==> src/rtl/mem_arbiter_if.sv <==
// Bus bundle between the dcache/icache requesters, the RAM port and mem_arbiter.
// slave is the arbiter's view; master is the view of whoever drives the caches and RAM.
interface mem_arbiter_if;
  localparam int unsigned WORD_W  = 32;
  localparam int unsigned STATE_W = 2;

  logic                dREN;
  logic                dWEN;
  logic [WORD_W-1:0]   daddr;
  logic [WORD_W-1:0]   dstore;
  logic                dwait;
  logic [WORD_W-1:0]   dload;

  logic                iREN;
  logic [WORD_W-1:0]   iaddr;
  logic                iwait;
  logic [WORD_W-1:0]   iload;

  logic                ramREN;
  logic                ramWEN;
  logic [WORD_W-1:0]   ramaddr;
  logic [WORD_W-1:0]   ramstore;
  logic [WORD_W-1:0]   ramload;
  logic [STATE_W-1:0]  ramstate;

  modport slave (
    input  dREN, dWEN, daddr, dstore, iREN, iaddr, ramload, ramstate,
    output dwait, dload, iwait, iload, ramREN, ramWEN, ramaddr, ramstore
  );

  modport master (
    output dREN, dWEN, daddr, dstore, iREN, iaddr, ramload, ramstate,
    input  dwait, dload, iwait, iload, ramREN, ramWEN, ramaddr, ramstore
  );
endinterface

==> src/rtl/mem_arbiter.sv <==
// Two-requester RAM arbiter (dcache over icache) with a registered grant FSM.
// Define ARB_FAIR_EN to let the icache win the next decision after every data grant ends.
module mem_arbiter (
  input  logic           CLK,
  input  logic           nRST,
  mem_arbiter_if.slave   bus
);
  localparam int unsigned WORD_W     = 32;
  localparam logic [1:0]  RAM_ACCESS = 2'd2;

  typedef enum logic [1:0] {
    IDLE = 2'd0,
    DGNT = 2'd1,
    IGNT = 2'd2
  } state_e;

  state_e state_q, state_d;
  state_e pick_c;
  logic   d_req_c;
  logic   ram_access_c;
  logic   favor_c;

  assign d_req_c      = bus.dREN | bus.dWEN;
  assign ram_access_c = (bus.ramstate == RAM_ACCESS);

`ifdef ARB_FAIR_EN
  logic ifavor_q, ifavor_d;

  // An icache word served this cycle already consumes the favour for this decision.
  assign favor_c = ifavor_q & ~((state_q == IGNT) & ram_access_c);

  always_comb begin
    ifavor_d = ifavor_q;
    if ((state_q == DGNT) && (state_d != DGNT)) begin
      ifavor_d = 1'b1;
    end else if ((state_q == IGNT) && ram_access_c) begin
      ifavor_d = 1'b0;
    end
  end

  always_ff @(posedge CLK or negedge nRST) begin
    if (!nRST) begin
      ifavor_q <= 1'b0;
    end else begin
      ifavor_q <= ifavor_d;
    end
  end
`else
  assign favor_c = 1'b0;
`endif

  always_ff @(posedge CLK or negedge nRST) begin
    if (!nRST) begin
      state_q <= IDLE;
    end else begin
      state_q <= state_d;
    end
  end

  // Shared grant decision used in IDLE, on data release and at the end of an icache word.
  always_comb begin
    pick_c = IDLE;
    if (bus.iREN && (favor_c || !d_req_c)) begin
      pick_c = IGNT;
    end else if (d_req_c) begin
      pick_c = DGNT;
    end
  end

  // Data grants are locked for as long as the request is held, so bursts stay whole.
  always_comb begin
    state_d = state_q;
    unique case (state_q)
      IDLE: state_d = pick_c;
      DGNT: begin
        if (!d_req_c) begin
          state_d = pick_c;
        end
      end
      IGNT: begin
        if (ram_access_c || !bus.iREN) begin
          state_d = pick_c;
        end
      end
      default: state_d = IDLE;
    endcase
  end

  always_comb begin
    bus.ramREN   = 1'b0;
    bus.ramWEN   = 1'b0;
    bus.ramaddr  = WORD_W'(0);
    bus.ramstore = WORD_W'(0);
    bus.dwait    = 1'b1;
    bus.iwait    = 1'b1;
    bus.dload    = WORD_W'(0);
    bus.iload    = WORD_W'(0);
    unique case (state_q)
      DGNT: begin
        bus.ramaddr  = bus.daddr;
        bus.ramstore = bus.dstore;
        bus.ramWEN   = bus.dWEN;
        bus.ramREN   = bus.dREN & ~bus.dWEN;
        bus.dwait    = ~ram_access_c;
        bus.dload    = bus.ramload;
      end
      IGNT: begin
        bus.ramaddr  = bus.iaddr;
        bus.ramREN   = bus.iREN;
        bus.iwait    = ~ram_access_c;
        bus.iload    = bus.ramload;
      end
      default: ;
    endcase
  end
endmodule
==> src/flat_wrapper.sv <==
// flat-port wrapper written by rule: the top's interface ports become plain ports
module mem_arbiter_flat 
  (CLK, nRST, bus_dREN, bus_dWEN, bus_daddr, bus_dstore, bus_iREN, bus_iaddr, bus_ramload, bus_ramstate, bus_dwait, bus_dload, bus_iwait, bus_iload, bus_ramREN, bus_ramWEN, bus_ramaddr, bus_ramstore);
  mem_arbiter_if bus_i ();
  input  logic CLK;
  input  logic nRST;
  input wire logic [$bits(bus_i.dREN)-1:0] bus_dREN;
  input wire logic [$bits(bus_i.dWEN)-1:0] bus_dWEN;
  input wire logic [$bits(bus_i.daddr)-1:0] bus_daddr;
  input wire logic [$bits(bus_i.dstore)-1:0] bus_dstore;
  input wire logic [$bits(bus_i.iREN)-1:0] bus_iREN;
  input wire logic [$bits(bus_i.iaddr)-1:0] bus_iaddr;
  input wire logic [$bits(bus_i.ramload)-1:0] bus_ramload;
  input wire logic [$bits(bus_i.ramstate)-1:0] bus_ramstate;
  output wire logic [$bits(bus_i.dwait)-1:0] bus_dwait;
  output wire logic [$bits(bus_i.dload)-1:0] bus_dload;
  output wire logic [$bits(bus_i.iwait)-1:0] bus_iwait;
  output wire logic [$bits(bus_i.iload)-1:0] bus_iload;
  output wire logic [$bits(bus_i.ramREN)-1:0] bus_ramREN;
  output wire logic [$bits(bus_i.ramWEN)-1:0] bus_ramWEN;
  output wire logic [$bits(bus_i.ramaddr)-1:0] bus_ramaddr;
  output wire logic [$bits(bus_i.ramstore)-1:0] bus_ramstore;
  assign bus_i.dREN = bus_dREN;
  assign bus_i.dWEN = bus_dWEN;
  assign bus_i.daddr = bus_daddr;
  assign bus_i.dstore = bus_dstore;
  assign bus_i.iREN = bus_iREN;
  assign bus_i.iaddr = bus_iaddr;
  assign bus_i.ramload = bus_ramload;
  assign bus_i.ramstate = bus_ramstate;
  assign bus_dwait = bus_i.dwait;
  assign bus_dload = bus_i.dload;
  assign bus_iwait = bus_i.iwait;
  assign bus_iload = bus_i.iload;
  assign bus_ramREN = bus_i.ramREN;
  assign bus_ramWEN = bus_i.ramWEN;
  assign bus_ramaddr = bus_i.ramaddr;
  assign bus_ramstore = bus_i.ramstore;
  mem_arbiter u_core (.CLK(CLK), .nRST(nRST), .bus(bus_i));
endmodule
==> config.mk <==
export PLATFORM = sky130hd
export DESIGN_NAME = mem_arbiter_flat
export DESIGN_NICKNAME = d
export VERILOG_FILES = /design/src/rtl/mem_arbiter_if.sv /design/src/rtl/mem_arbiter.sv /design/src/flat_wrapper.sv
export SDC_FILE = /design/constraint.sdc
export NUM_CORES = 1
export LEC_CHECK = 0
export BUFFER_PORTS_ARGS = -buffer_cell sky130_fd_sc_hd__buf_4
export CAP_MARGIN = 20
export CORE_AREA = 2 2 102 104
export DETAILED_ROUTE_END_ITERATION = 10
export DIE_AREA = 0 0 104 106
export SLEW_MARGIN = 20
export SYNTH_ARGS = -nofsm -noshare
export SYNTH_HDL_FRONTEND = slang
export SYNTH_SLANG_ARGS = --single-unit
==> constraint.sdc <==
create_clock -name CLK -period 2.1 [get_ports CLK]
set_input_delay 0.315 -clock CLK [delete_from_list [all_inputs] [get_ports CLK]]
set_output_delay 0.315 -clock CLK [all_outputs]
set_load 0.01 [all_outputs]
# ---- Yosys cells after proc, flatten, opt, wreduce, memory -nomap -nowiden
# Index checks and enable logic that the tools add are counted.
dict set report word_totals {
  reg_bits 2
  input_bits 135
  wordCells 29
}
dict set report classes {
  n_eq_ne 5
  muxes 13
  n_bitwise 4
  reduce_logical 6
}
# operator count
set ops {}
lappend ops {{2-to-1 mux 32 bit} 3}
lappend ops {{case mux 32 bit (2 select lines)} 1}
lappend ops {{2-to-1 mux 2 bit} 3}
lappend ops {{case mux 2 bit (3 select lines)} 1}
lappend ops {{equality test 2 bit (second input constant)} 2}
lappend ops {{2-to-1 mux 1 bit} 4}
lappend ops {{equality test 2 x 1 -> 1 bit (second input constant)} 1}
lappend ops {{zero test 1 bit} 2}
lappend ops {{zero test 2 bit} 1}
lappend ops {{!= test 2 x 1 -> 1 bit (second input constant)} 1}
lappend ops {{!= test 2 bit (second input constant)} 1}
lappend ops {{NOT 1 bit} 2}
lappend ops {{case mux 1 bit (2 select lines)} 1}
lappend ops {{AND reduction 2 bit} 1}
lappend ops {{bitwise AND 1 bit} 1}
lappend ops {{logical AND 1 bit} 1}
lappend ops {{logical OR 1 bit} 1}
lappend ops {{OR 1 bit} 1}

# ---- Logic depth before layout (Yosys ltp)
dict set report depth {
  word_depth 6
  ltp_mapped 6
  ltp_nobuf 5
}

# ---- Worst setup path after synthesis
# Ideal clock, no wire load.
dict set report synth_path {
  path_type {flip-flop to output port}
  from {reg u_core.state_q[0]}
  to {out bus_ramaddr[0]}
  arrival_time_ns 1.207
  setup_slack_ns 0.578
  path_stages_with_launch 6
  path_cell_list {dfrtp_1 > inv_1 > ha_1 > clkbuf_2 > clkbuf_1 > nor2_1}
}
dict set report synth_via {
  elab_chain_len 2
}
# item line_no
set synth_lines {}
lappend synth_lines {{start: declaration} mem_arbiter.sv:17} ;# state_e state_q, state_d;
lappend synth_lines {{start signal: assignment} mem_arbiter.sv:56} ;# state_q <= state_d;
lappend synth_lines {{equality test 2 bit or equality test 2 x 1 -> 1 bit (tied branches)} mem_arbiter.sv:98} ;# unique case (state_q)
lappend synth_lines {{case mux 32 bit (2 select lines) *} mem_arbiter.sv:98}
lappend synth_lines {{end: declaration} flat_wrapper.sv:21} ;# output wire logic [$bits(bus_i.ramaddr)-1:0] bus_ramaddr;
# Mark *: on every way between the ends. The rest lies on a longest branch, timed or not.

# ---- Final worst setup path
dict set report layout_path {
  from {reg u_core.state_q[0]}
  to {out bus_ramREN}
}
dict set report layout_via {
  elab_chain_len 2
}
# item line_no
set layout_lines {}
lappend layout_lines {{equality test 2 bit or equality test 2 x 1 -> 1 bit (tied branches)} mem_arbiter.sv:98}
lappend layout_lines {{case mux 1 bit (2 select lines) *} mem_arbiter.sv:98}
lappend layout_lines {{end: declaration} flat_wrapper.sv:19} ;# output wire logic [$bits(bus_i.ramREN)-1:0] bus_ramREN;
# Marked as above.

==> impl_metrics.toml <==
[outcome]
status = "complete, no violations"

[power_and_ir_drop]
power.density_mw_per_mm2 = 843
cell_internal_pwr_uw = 1530
p_seq_frac = 0.023
p_leak_uw = 0.00188
p_clk_frac = 0.053
vdd_drop_max_mv = 0.459
p_switching_uw = 1370
p_comb_frac = 0.924
switching_share = 0.474

[global_route]
first_global_vias = 2187
grt_max_degree = 66
grt_use_total = 0.136
overflow = 0
grt_pass1_wl_um = 12100
antenna_found_initial = 0

[synth]
yosysSeqAreaShare = 0.0400
synth-seq-cells = 2
syn_area_mm2 = 0.00125
ys.flop_type = "dfrtp_1"
synth_top_area_frac = 0.485
netlist.top_cell.by_area = "and2_1"
synthArstFlopShare = 1.00
syn_inst = 203
synth_area_per_cell_um2 = 6.17
ys_warn_count = 0
yosysUniqueCellTypes = 19
synth_edf_count = 0
synthTopCellsByArea = "and2_1 (48%), a22oi_1 (19%), nor2_1 (10%), dfrtp_1 (4.0%), buf_4 (3.6%)"
syn_nets = 341

[worst_setup_path]
cp_cell_sequence = "inv_1 > ha_2 > buf_12 > nand2_1 > a21oi_1 > buf_4"
worst_r2r_endpoint = "u_core.state_q[1]"
start_kind = "flop"
slowest_stage = "dfrtp_1"
cp.required_ns = 1.78
crit_path_max_fanout = 48
cp-end-kind = "output pin"
slowest_delay_ns = 0.40
reg2reg_slack_ns = 0.48
crit_type = "flop to output pin"
r2r_cells = 6
cp.arrival_ns = 1.54
r2r-start = "u_core.state_q[0]"

[timing]
finalCritPeriodShare = 0.883
finalSetupTns_ns = 0
setup_viol = 0
rsz0062_at_grt = "false"
max_freq_mhz = 539
fin_skew_ns = 0.000124
drv_slew = 0
hold_viol = 0
tightest_slew_ns = 0.471
finalCriticalPeriod_ns = 1.85
relSlewSlack = 0.685

[floorplanning]
ios = 267
dieWidth_um = 104
dieArea_mm2 = 0.0110
coreArea_mm2 = 0.0100
die_h_um = 106
rows = 37
initial_core_util = 0.125

[placement]
io_buffers = 266
place_area_mm2 = 0.00339
hpwl_um = 7080
gp_congestion = 0.738

[route]
vias = 2383
drt_first_pass_iters = 4
drt-initial-drc-count = 81
wl_um = 8400
wl_per_cell_um = 14.2
routed_via_density = 4.03
ant_nets = 0
drcViolationCount = 0

[run]
drv_cap = 0

[clocking]
clk_path_buf_depth = 2
clock-sinks = 2
clk_pin_slew_ns = 0.03
post_cts_buffers = 0
cts_buffers = 3
clk_latency_ns = 0.21
cts_tree = "done"
cts_root_buf = "clkbuf_8"
htree_levels = 1

[layout]
utilization = 0.344
layout.nets = 596
largest_reg_flops = 2
layout.cells.most_common = "buf_4"
final_cell_mix = "buf_4 (268), and2_1 (97), nor2_1 (34)"
biggestRegsByFlops = "u_core.state_q (2)"
fill_cells = 1075
antennaDiodeCount = 0
final_area_mm2 = 0.00344
drive_above_1_share = 0.605
syn_to_final_growth_pct = 174
largest_register = "u_core.state_q"

[min_path]
holdCritStartpoint = "bus_iREN"
whs_path_depth = 2
hold_path_class = "primary input to flop"
whs_endpoint = "u_core.state_q[1]"
-- Yosys cell counts (2+ instances only) --
master,number
buf_4,6
dfrtp_1,2
a22oi_1,32
clkbuf_2,2
ha_1,3
nand2_1,3
buf_2,5
and2_1,97
nor2_1,34
clkbuf_1,9
inv_1,2
-- routing by layer --
metal / GRT usage / routed length, um / vias to the layer above
li1: - / - / 1168
met4: 0.0164 / 14 / 0
met5: 0 / 0 / -
met1: 0.152 / 3180 / 1063
met3: 0.0607 / 1040 / 2
met2: 0.245 / 4160 / 150
-- cell families (layout without fill, tap and decap cells) --
| family | after synthesis | in the layout | synth area share |
|---|---|---|---|
| and+or+nand+nor | 136 | 136 | 0.606 |
| AOI/OAI and AO/OA | 38 | 38 | 0.227 |
| buffers and inverters | 24 | 277 | 0.0969 |
| adders and majority gates | 3 | 3 | 0.0300 |
| DFF | 2 | 2 | 0.0400 |
-- power by group through the flow --
stage	sequential, uW	clock (uW)	combinational [uW]
after floorplan	64.0	0	1300
after global placement	66.5	0	2690
after detailed placement	68.0	0	2710
after CTS	67.6	156	2720
after global routing	70.0	161	2910
final	67.0	152	2680
-- area by class of cell --
class	count	area [um^2]	share of cell area
inverter	2	7.51	0.00218
clock buffer	3	41.3	0.0120
multi-input combinational	177	1090	0.316
sequential	2	50.0	0.0146
timing repair buffer	272	2080	0.606
tap	136	170	0.0495
-- metrics by stage --
stage	total power (uW)	hold WS (ns)	setup slack (ns)	cells
final	2900	0.365	0.245	592
after global routing	3140	0.378	0.113	592
after CTS	2940	0.366	0.228	592
after detailed placement	2770	0.0989	0.460	588
after global placement	2750	0.0999	0.469	588
after floorplan	1360	0.0194	0.578	203
-- how the worst max path moves through the flow --
stage / end / cells past startpoint / slack [ns] / startpoint
2_1_floorplan: bus_ramaddr[0] / 5 / 0.58 / u_core.state_q[0]
3_3_place_gp: bus_ramREN / 6 / 0.47 / u_core.state_q[0]
3_5_place_dp: bus_ramaddr[10] / 5 / 0.46 / u_core.state_q[0]
4_1_cts: bus_ramREN / 6 / 0.23 / u_core.state_q[0]
5_1_grt: bus_ramREN / 6 / 0.11 / u_core.state_q[0]
6_report: bus_ramREN / 6 / 0.25 / u_core.state_q[0]
-- worst max-delay path: cells and delay by family (launching register included) --
kind,cells,cell delay (ns)
flip-flops,1,0.40
AO/OA/AOI/OAI,1,0.16
AND/OR/NAND/NOR,1,0.13
adder cells (fa/ha/maj),1,0.20
buffers and inverters,3,0.42
-- what timing repair did --
action | in CTS | in global routing
hold buffers | 1 | 0
endpoints found under the hold margin | 2 | 0
resized for setup | 0 | 0
(Power assumes the default switching activity.)
